==> config.mk <==
export PLATFORM = sky130hd
export DESIGN_NAME = spi_cs_arbiter
export DESIGN_NICKNAME = d
export VERILOG_FILES = /design/src/rtl/spi_cs_arbiter.sv
export SDC_FILE = /design/constraint.sdc
export NUM_CORES = 1
export LEC_CHECK = 0
export ABC_AREA = 1
export BUFFER_PORTS_ARGS = -buffer_cell sky130_fd_sc_hd__buf_2
export CAP_MARGIN = 10
export CORE_ASPECT_RATIO = 1.25
export CORE_UTILIZATION = 51
export CTS_CLUSTER_SIZE = 16
export DETAILED_ROUTE_END_ITERATION = 12
export PLACE_DENSITY = 0.87
export REMOVE_ABC_BUFFERS = 1
export SLEW_MARGIN = 10
export SYNTH_ARGS = -nofsm -noshare
export SYNTH_HDL_FRONTEND = slang
export SYNTH_SLANG_ARGS = --single-unit
==> constraint.sdc <==
create_clock -name clk_i -period 1.62 [get_ports clk_i]
set_input_delay 0.081 -clock clk_i [delete_from_list [all_inputs] [get_ports clk_i]]
set_output_delay 0.081 -clock clk_i [all_outputs]
set_load 0.1 [all_outputs]
==> src/rtl/spi_cs_arbiter.sv <==
// -----------------------------------------------------------------------------
// spi_cs_arbiter
//
// Shares one SPI host between NumDev chip-selected peripherals. Requests are
// served one at a time in round-robin order. The owner's active-low chip
// select is framed by programmable setup, hold and inter-transfer gap times,
// and sel_o steers the host data mux.
//
// Ports:
//   clk_i   in   1                system clock
//   rst_i   in   1                synchronous active-high reset
//   req_i   in   NumDev           per-device request level, held until done
//   done_i  in   NumDev           per-device one-cycle end-of-transfer pulse
//   gnt_o   out  NumDev           one-hot grant while the device owns the host
//   cs_no   out  NumDev           active-low chip selects, at most one low
//   sel_o   out  $clog2(NumDev)   index of current/last owner (host mux)
//   busy_o  out  1                high whenever the arbiter is not idle
// -----------------------------------------------------------------------------
module spi_cs_arbiter #(
    parameter int NumDev      = 4,
    parameter int SetupCycles = 2,
    parameter int HoldCycles  = 2,
    parameter int GapCycles   = 4
) (
    input  logic                      clk_i,
    input  logic                      rst_i,
    input  logic [NumDev-1:0]         req_i,
    input  logic [NumDev-1:0]         done_i,
    output logic [NumDev-1:0]         gnt_o,
    output logic [NumDev-1:0]         cs_no,
    output logic [$clog2(NumDev)-1:0] sel_o,
    output logic                      busy_o
);

    localparam int SelW   = $clog2(NumDev);
    localparam int MaxSH  = (SetupCycles > HoldCycles) ? SetupCycles : HoldCycles;
    localparam int MaxCyc = (MaxSH > GapCycles) ? MaxSH : GapCycles;
    localparam int CntW   = $clog2(MaxCyc + 1);

    localparam logic [CntW-1:0] SetupLd = CntW'(SetupCycles - 1);
    localparam logic [CntW-1:0] HoldLd  = CntW'(HoldCycles - 1);
    localparam logic [CntW-1:0] GapLd   = CntW'(GapCycles - 1);

    typedef enum logic [2:0] {
        S_IDLE,
        S_SETUP,
        S_ACTIVE,
        S_HOLD,
        S_GAP
    } state_e;

    state_e             r_state;
    logic [CntW-1:0]    r_cnt;
    logic [SelW-1:0]    r_last;
    logic [SelW-1:0]    r_sel;
    logic [NumDev-1:0]  r_gnt;
    logic [NumDev-1:0]  r_cs_n;
    logic               r_busy;

    state_e             w_state_nxt;
    logic [CntW-1:0]    w_cnt_nxt;
    logic [SelW-1:0]    w_last_nxt;
    logic [SelW-1:0]    w_sel_nxt;
    logic [NumDev-1:0]  w_gnt_nxt;
    logic [NumDev-1:0]  w_cs_n_nxt;

    logic               w_found;
    logic [SelW-1:0]    w_winner;

    // Round-robin search: the device just after the last owner is looked at
    // first, wrapping around, so the last owner itself has lowest priority.
    always_comb begin
        int idx;
        idx      = 0;
        w_found  = 1'b0;
        w_winner = '0;
        for (int k = 1; k <= NumDev; k++) begin
            idx = (int'(r_last) + k) % NumDev;
            if (!w_found && req_i[SelW'(idx)]) begin
                w_found  = 1'b1;
                w_winner = SelW'(idx);
            end
        end
    end

    // NOTE: every output of this block is given a hold-value default first, so
    // no path through the case statement can leave a latch behind.
    always_comb begin
        w_state_nxt = r_state;
        w_cnt_nxt   = r_cnt;
        w_last_nxt  = r_last;
        w_sel_nxt   = r_sel;
        w_gnt_nxt   = r_gnt;
        w_cs_n_nxt  = r_cs_n;

        unique case (r_state)
            S_IDLE: begin
                if (w_found) begin
                    w_sel_nxt   = w_winner;
                    w_cs_n_nxt  = ~(NumDev'(1) << w_winner);
                    w_cnt_nxt   = SetupLd;
                    w_state_nxt = S_SETUP;
                end
            end
            S_SETUP: begin
                // A requester that gives up before its grant still gets the
                // full hold/gap framing so the peripheral sees a clean CS.
                if (!req_i[r_sel]) begin
                    w_cnt_nxt   = HoldLd;
                    w_state_nxt = S_HOLD;
                end else if (r_cnt == '0) begin
                    w_gnt_nxt   = NumDev'(1) << r_sel;
                    w_state_nxt = S_ACTIVE;
                end else begin
                    w_cnt_nxt = r_cnt - CntW'(1);
                end
            end
            S_ACTIVE: begin
                // Only the owner's done/req matter; other done pulses are noise.
                if (done_i[r_sel] || !req_i[r_sel]) begin
                    w_gnt_nxt   = '0;
                    w_cnt_nxt   = HoldLd;
                    w_state_nxt = S_HOLD;
                end
            end
            S_HOLD: begin
                if (r_cnt == '0) begin
                    w_cs_n_nxt  = '1;
                    w_last_nxt  = r_sel;
                    w_cnt_nxt   = GapLd;
                    w_state_nxt = S_GAP;
                end else begin
                    w_cnt_nxt = r_cnt - CntW'(1);
                end
            end
            S_GAP: begin
                if (r_cnt == '0) begin
                    w_state_nxt = S_IDLE;
                end else begin
                    w_cnt_nxt = r_cnt - CntW'(1);
                end
            end
            default: begin
                w_gnt_nxt   = '0;
                w_cs_n_nxt  = '1;
                w_state_nxt = S_IDLE;
            end
        endcase
    end

    // NOTE: state is updated with non-blocking assignments so every register
    // samples the values from before this edge, independent of statement order.
    always_ff @(posedge clk_i) begin
        if (rst_i) begin
            r_state <= S_IDLE;
            r_cnt   <= '0;
            r_last  <= SelW'(NumDev - 1);
            r_sel   <= '0;
            r_gnt   <= '0;
            r_cs_n  <= '1;
            r_busy  <= 1'b0;
        end else begin
            r_state <= w_state_nxt;
            r_cnt   <= w_cnt_nxt;
            r_last  <= w_last_nxt;
            r_sel   <= w_sel_nxt;
            r_gnt   <= w_gnt_nxt;
            r_cs_n  <= w_cs_n_nxt;
            r_busy  <= (w_state_nxt != S_IDLE);
        end
    end

    assign gnt_o  = r_gnt;
    assign cs_no  = r_cs_n;
    assign sel_o  = r_sel;
    assign busy_o = r_busy;

endmodule

Word level (Yosys, flattened, before mapping). Index checks and enable logic that the tools add are counted.

Add/subtract/negate cells: 5. $lt $le $gt $ge: 5. Equal/unequal tests: 9. Shift-type cells: 2. Multiplexer cells: 44. Bitwise operators: 3. Reductions and logical operators: 19.

Operator list (count): 2-to-1 mux 3 bit (11); one-hot mux 3 bit (5 select lines) (2); one-hot mux 4 bit (3 select lines) (2); 2-to-1 mux 4 bit (5); < comparator 2 x 4 -> 1 bit, second input constant (4); 2-to-1 mux 1 bit (14); binary-select mux 1 bit (select 2 bit) (6); inequality test 2 bit, second input constant (5); 2-to-1 mux 2 bit (4); left shift 1 x 2 -> 4 bit, first input constant (2); == test 3 x 2 -> 1 bit, second input constant (2); logical NOT 3 bit (2); AND reduction 3 bit (2); OR reduction 3 bit (2); nonzero test 5 bit (1); adder 2 x 1 -> 2 bit, second input constant (2); adder 2 bit, second input constant (2); logical NOT 1 bit (4); NOT 4 bit (1); AND reduction 2 bit (2); AND reduction 4 bit (1); == test 3 x 1 -> 1 bit, second input constant (1); == test 3 bit, second input constant (1); logical AND 1 bit (3); other kinds (5) (6).

Bits in registers: 19. Input bits: 10. Output and inout port bits: 11. Word-level logic and storage cells: 94.

Depth between registers and ports, before layout. Gate-level depths: netlist of the first run.

Word-level depth: 18. Gate-level depth with buffers: 14. Depth with buffers taken out: 13.

Least setup slack after synthesis of the first run. No wires, ideal clock.

Path type: register -> register. Start point: register r_sel[0] (netlist: sel_o[0]). End point: register r_gnt[2] (netlist: gnt_o[2]). Setup time: 117 ps. Arrival: 2000 ps. Data required time: 1503 ps. Setup slack: -496 ps. Cell stages (with the launch flop): 13. Buffers on the path: 1. Clock period less this slack: 2116 ps. Cell sequence: dfxtp_1 > buf_6 > inv_2 > nand2_1 > nor2_1 > nor2_1 > nand2_2 > nand2_1 > nor2_1 > nor2_4 > o21ai_0 > nand2_1 > nor2_1.

Cells in the longest elaborated chain, start to end: 6. Elaborated cells on any way between the ends: 13. Classes of those cells: eq/ne (2); shift (1); mux (7); reduce/logical (3).

Ends and longest elaborated chain: from (decl) (RTL line 55) `logic [SelW-1:0] r_sel;`; from (signal assigned) (RTL line 166) `r_sel <= w_sel_nxt;`; binary-select mux 1 bit (select 2 bit) (RTL line 108, 120); 2-to-1 mux 1 bit (implied by the code) (RTL line 108, 120); logical NOT 1 bit (RTL line 120) `if (done_i[r_sel] || !req_i[r_sel]) begin`; logical OR 1 bit (RTL line 120); inequality test 2 bit (no source line); AND reduction 4 bit (no source line); to (signal assigned) (RTL line 167) `r_gnt <= w_gnt_nxt;`; to (decl) (RTL line 56) `logic [NumDev-1:0] r_gnt;`.

Several ways; a longest one is shown, not always the timed one. The select of a mux whose other input is x is not followed. A chain may end at the register's enable or synchronous reset.

Worst setup path in the final report of the first run.
Start point: register r_cnt[1]. End point: register r_cs_n[1] (netlist: cs_no[1]).

Cells in the longest elaborated chain, start to end: 3.

Ends and longest elaborated chain: from (decl) (RTL line 53) `logic [CntW-1:0] r_cnt;`; from (signal assigned) (RTL line 164) `r_cnt <= w_cnt_nxt;`; logical NOT 3 bit (RTL line 127) `if (r_cnt == '0) begin`; inequality test 2 bit (no source line); AND reduction 3 bit (no source line); to (signal assigned) (RTL line 168) `r_cs_n <= w_cs_n_nxt;`; to (decl) (RTL line 57) `logic [NumDev-1:0] r_cs_n;`.

No other way between the ends.

==> results of run 1 <==
==> power by group through the flow <==
stage	registers [mW]	clock network, mW	logic (mW)
after detailed placement	0.743	0	2.45
after global routing	0.789	0.272	3.05
final	0.775	0.249	2.82
after floorplan	1.36	0	1.28
after global placement	0.741	0	2.42
after CTS	0.733	0.252	2.46
==> metal layers <==
metal,vias up,global-route usage (%),wire [um]
met5,-,0,0
met4,0,13.4,95
met3,10,2.29,121
met2,52,41.0,1790
met1,677,27.0,1510
li1,764,-,-
==> synth_stat cells, types with 3 or more instances <==
cell	number
nand2_1	74
inv_2	7
o2111ai_1	3
nand2_4	3
inv_1	20
nand2_2	10
o21ai_0	6
a21oi_2	4
ha_1	3
nor2_1	18
a21oi_1	10
nand3_1	20
nor2_4	3
dfxtp_1	19
==> worst max-delay path, delay by kind of cell (launching register included) <==
family / cells / cell delay, ns
AND/OR/NAND/NOR: 4 / 0.53
flip-flops: 1 / 0.34
AO/OA/AOI/OAI: 2 / 0.20
adder cells (fa/ha/maj): 1 / 0.13
buffers and inverters: 3 / 0.24
==> stage by stage <==
step | power, mW | hold slack (ns) | cell area (um^2) | setup slack [ns] | std cells
floorplan | 2.64 | 0.143 | 1340 | -0.496 | 213
global placement | 3.16 | 0.432 | 1570 | 0.0721 | 277
detailed placement | 3.19 | 0.442 | 1570 | 0.0624 | 277
CTS | 3.44 | 0.121 | 1590 | 0.0156 | 281
global route | 4.12 | 0.134 | 1760 | -0.0288 | 286
finish | 3.84 | 0.136 | 1760 | 0.0773 | 286
==> flip-flops by register name, indices dropped and copies added (netlist names) <==
name,count
busy_o,1
r_cnt,3
gnt_o,4
sel_o,2
r_state,3
cs_no,4
r_last,2
==> logic make-up (layout without fill, tap and decap cells) <==
group                      count (synthesis)  in the layout  share of synthesized area [%]
DFF                                       19             19                           27.6
xor gates and xnor gates                   1              1                          0.635
adders and majority gates                  3              3                           2.72
and+or+nand+nor                          135            135                           46.0
buffers and inverters                     31             67                           10.1
AOI/OAI and AO/OA                         28             28                           13.0
==> final timing paths <==
path,startpoint,endpoint,slack [ns],cells after the start
setup / recovery,r_cnt[1]$_SDFFE_PP0P_,cs_no[1]$_SDFFE_PP1P_,0.08,10
hold / removal,rst_i,gnt_o[0]$_SDFFE_PP0P_,0.14,2
setup reg to reg,r_cnt[1]$_SDFFE_PP0P_,cs_no[1]$_SDFFE_PP1P_,0.08,10
hold reg to reg,cs_no[3]$_SDFFE_PP1P_,cs_no[3]$_SDFFE_PP1P_,0.49,2
==> layout make-up <==
class                           instances  area (um^2)
Sequential cell                        19          395
Clock buffer                            4         26.3
Multi-Input combinational cell        167          966
Inverter                               27          104
Tap cell                               33         41.3
Timing Repair Buffer                   36          231
Fill cell                             216          738
==> what timing repair did <==
action | 4_1_cts | 5_1_grt
resized for setup | 0 | 47
buffers inserted | 0 | 5
endpoints found under the setup margin | 0 | 17
==> layout by cell type, fill, tap and decap left out, types with 2 or more instances in the layout <==
cell        n
nand2_1    67
buf_2      20
inv_1      16
nand2_2    16
nor2_1     15
nand3_1    14
buf_4      13
dfxtp_1    11
inv_2      10
a21oi_1     7
a21oi_2     7
nand3_2     6
dfxtp_2     6
nor2_4      5
nand2_4     4
o21ai_1     4
nor2_2      3
o21ai_0     3
o2111ai_1   3
ha_1        3
clkbuf_4    3
buf_6       3
o211ai_1    2
dfxtp_4     2
==> metrics.txt, run 1 <==
Post-Syn Area=1380 um^2; Int Power=1.64 mW; Synth area leaders=dfxtp_1, nand2_1, nand3_1, inv_1, nor2_1; io pins=21; CTS sink cnt=19; worst path cell trace=inv_2 > ha_1 > inv_1 > nor2_4 > buf_6 > a21oi_2 > nor3_2 > nand2_4 > a21oi_1 > nand2_1; Hold Path Class=in -> reg; average cell area after synthesis=6.35 um^2; largest area contributor in the netlist=dfxtp_1; CTS tree=built; Yosys top cell area share=27.6%; Worst Tran Pin Value=0.488 ns; cell row count=20; setup tns final=0 ns; Leak=0.868 nW; gr ovfl total=0; Post-layout nets=267; layout cells sized above 1=41.5%; Root Buffer=clkbuf_4; sw power=2.21 mW; flops & latches, synth=19; post-synthesis cell type count=26; DP HPWL=2420 um; initial antenna violation count=0; Initial DRC Count=57; count of final hold-check violations=0; Post-Route WL=3520 um; VDD IR max=0.00142 V; Initial DRT Pass Iterations=4; Seq pwr share=20.1%; setup violators final=0; Setup CP Type=reg -> reg; Clk pwr share=6.5%; warnings from Yosys=0; CP Launch Type=flop; DR vias/cell=5.26; fin. max-slew vios=0; H-tree Lvls=1; crit path DAT=1.75 ns; slowest stage delay, CP=0.34 ns; DRC Markers=0; clock insertion delay at the later pin of the skew report=0.30 ns; vias in the first global route=1,307; Die W=48.5 um; clk_skew=0.000964 ns; Power per Cell Area=2180 nW/um^2; Hold Buf Count CTS=0; Max FO, Critical Path=5; Synth Flop Type=dfxtp_1; Layout area overhead=27.9%; Final Util=70.5%; clk buf depth=2; CP required=1.83 ns; antenna cell count=0; CTS clock-pin slew for the worst setup and hold paths=0.11 ns; Post-DRT Antenna Nets=0; DIE AREA=2920 um^2; global-route wire length before repair=5260 um; Comb power frac=73.4%; Syn Inst Count=217; Slew headroom=67.7%; Die Ht=60.1 um; Core Region=2500 um^2; GRT Total Usage=23.0%; Via Count=1,503; DR WL/cell=12.3 um; fmax=648 MHz; post-layout min period=1.54 ns; total of max-cap violations=0; unrepaired setup endpoints after global routing=true; Crit. End Element=flop; post-synthesis sequential area ratio=27.6%; starting density of the core=55.1%; GP Congestion=0.931; outcome=finished clean; CTS Buf Count=3; FFs w/ async S/R, synth=0%; final period utilization=95.2%; largest net degree at the start of global routing=14; switch share=57.4%; EDFF count, synth=0; Slowest-stage cell, CP=dfxtp_2; number of port buffers=20
(Power assumes the default switching activity.)
==> inputs of run 2 (changes only) <==
- REMOVE_ABC_BUFFERS: 1 -> unset
==> run 2 against run 1 <==
Effect of this change:
- maximum frequency down 2.2%
- die area unchanged
- clock skew is 0.016 ns higher
- sequential power grew 0.9%
- flip-flop and latch count stayed put
- final cell count is the same
- combinational power is 3% higher
- clock power grew 5%
- highest routed layer unchanged
==> metrics.txt, run 2 (same netlist as run 1, synthesis figures left out) <==
outcome=finished clean; Int Power=1.66 mW; Comb power frac=73.6%; Hold Path Class=in -> reg; Hold Buf Count CTS=0; initial antenna violation count=0; crit path DAT=1.79 ns; Layout area overhead=31.8%; final period utilization=97.4%; vias in the first global route=1,354; Post-layout nets=267; Die Ht=60.1 um; CTS sink cnt=19; gr ovfl total=0; VDD IR max=0.00133 V; commonest non-fill, non-tap cells in the layout=nand2_1, buf_2, nand2_2, inv_1, nor2_1; commonest non-fill, non-tap cell in the layout=nand2_1; cell row count=20; sw power=2.29 mW; FILL cells=216; starting density of the core=55.1%; clk buf depth=2; Slew headroom=67.9%; Register Area=399 um^2; setup violators final=0; total of max-cap violations=0; Worst Tran Pin Value=0.484 ns; DR vias/cell=5.30; GRT Total Usage=23.7%; Power per Cell Area=2170 nW/um^2; number of port buffers=20; Power, Total=3.95 mW; hold_sp=rst_i; Leak=0.888 nW; Initial DRC Count=43; unrepaired setup endpoints after global routing=true; Via Count=1,517; multi-input logic area=992 um^2; CTS clock-pin slew for the worst setup and hold paths=0.13 ns; GP Congestion=0.937; switch share=58.0%; fin. max-slew vios=0; CP Launch Type=flop; Die W=48.5 um; DR WL/cell=13.0 um; layout cells sized above 1=42.7%; CP required=1.84 ns; Clk pwr share=6.6%; Final Util=72.6%; CTS Buf Count=3; fmax=634 MHz; Crit. End Element=flop; global-route wire length before repair=5350 um; launching point of the worst reg2reg path=r_last[0]$_SDFFE_PP1P_; CTS tree=built; H-tree Lvls=1; DRC Markers=0; Post-DRT Antenna Nets=0; DIE AREA=2920 um^2; DP HPWL=2460 um; Post-Route WL=3710 um; io pins=21; Max FO, Critical Path=5; post-layout min period=1.58 ns; clk_skew=0.0171 ns; Initial DRT Pass Iterations=4; Setup CP Type=reg -> reg; clock insertion delay at the later pin of the skew report=0.32 ns; antenna cell count=0; Seq pwr share=19.8%; count of final hold-check violations=0; Root Buffer=clkbuf_4; Critical Path Start=r_last[0]$_SDFFE_PP1P_; Mapped Nets=230; largest net degree at the start of global routing=14; Core Region=2500 um^2
==> run 2: changes by cell type in the layout (fill, tap and decap cells not counted), moves of 2 or more <==
cell / delta
buf_4: -2
a21oi_2: -2
dfxtp_2: -3
dfxtp_4: +2
nand2_2: +3
nand2_1: -3
==> run 2: worst paths after layout <==
| kind | to | slack, ns | depth (start not counted) |
|---|---|---|---|
| worst max register to register | busy_o$_SDFF_PP0_ | 0.04 | 11 |
| worst min register to register | cs_no[3]$_SDFFE_PP1P_ | 0.48 | 2 |
| worst max-delay path | busy_o$_SDFF_PP0_ | 0.04 | 11 |
| worst min-delay path | sel_o[1]$_SDFFE_PP0P_ | 0.10 | 2 |
==> run 2: critical path, stage by stage, from the launching register on <==
cell     delay [ns]
dfxtp_4        0.39
buf_8          0.13
nand2_1        0.07
nand2_1        0.09
nand2_1        0.11
nand2_2        0.07
nor2_4         0.16
nand3_4        0.10
nand2_4        0.12
nand3_1        0.08
nand2_1        0.11
nand2_1        0.06
==> run 2: layout make-up <==
| cell class | count | share of cell area [%] |
|---|---|---|
| clock inverter | 1 | 0.275 |
| tap | 33 | 2.27 |
| sequential | 19 | 22.0 |
| timing repair buffer | 36 | 13.8 |
| inverter | 27 | 5.85 |
| multi-input combinational | 167 | 54.6 |
| clock buffer | 3 | 1.24 |
==> run 2: layer usage <==
layer  wire [um]  global-route usage (%)
met2        2000                    47.5
met3          87                    2.80
met4         111                    12.2
met5           0                       0
met1        1510                    24.2
==> run 2: repair_timing <==
| item | 4_1_cts | 5_1_grt |
|---|---|---|
| buffers inserted | 0 | 7 |
| pin swaps | 1 | 13 |
| cloned | 0 | 1 |
| endpoints found under the setup margin | 2 | 14 |
| gates resized for setup | 1 | 50 |
==> run 2: stage by stage <==
step | worst slack, ns | area (um^2) | hold WS (ns) | setup TNS (ns) | instances
floorplan | 0.0142 | 1390 | 0.160 | 0 | 217
global placement | 0.104 | 1550 | 0.444 | 0 | 274
finish | 0.0427 | 1820 | 0.101 | 0 | 286
detailed placement | 0.0337 | 1550 | 0.446 | 0 | 274
CTS | 0.0209 | 1580 | 0.116 | 0 | 278
global route | -0.0478 | 1820 | 0.120 | -0.200 | 286
==> run 2: power groups by stage <==
stage / Sequential [mW] / Combinational (mW) / Clock, mW
floorplan: 1.35 / 1.35 / 0
CTS: 0.752 / 2.43 / 0.251
global route: 0.801 / 3.13 / 0.274
detailed placement: 0.761 / 2.41 / 0
finish: 0.782 / 2.90 / 0.262
global placement: 0.756 / 2.37 / 0
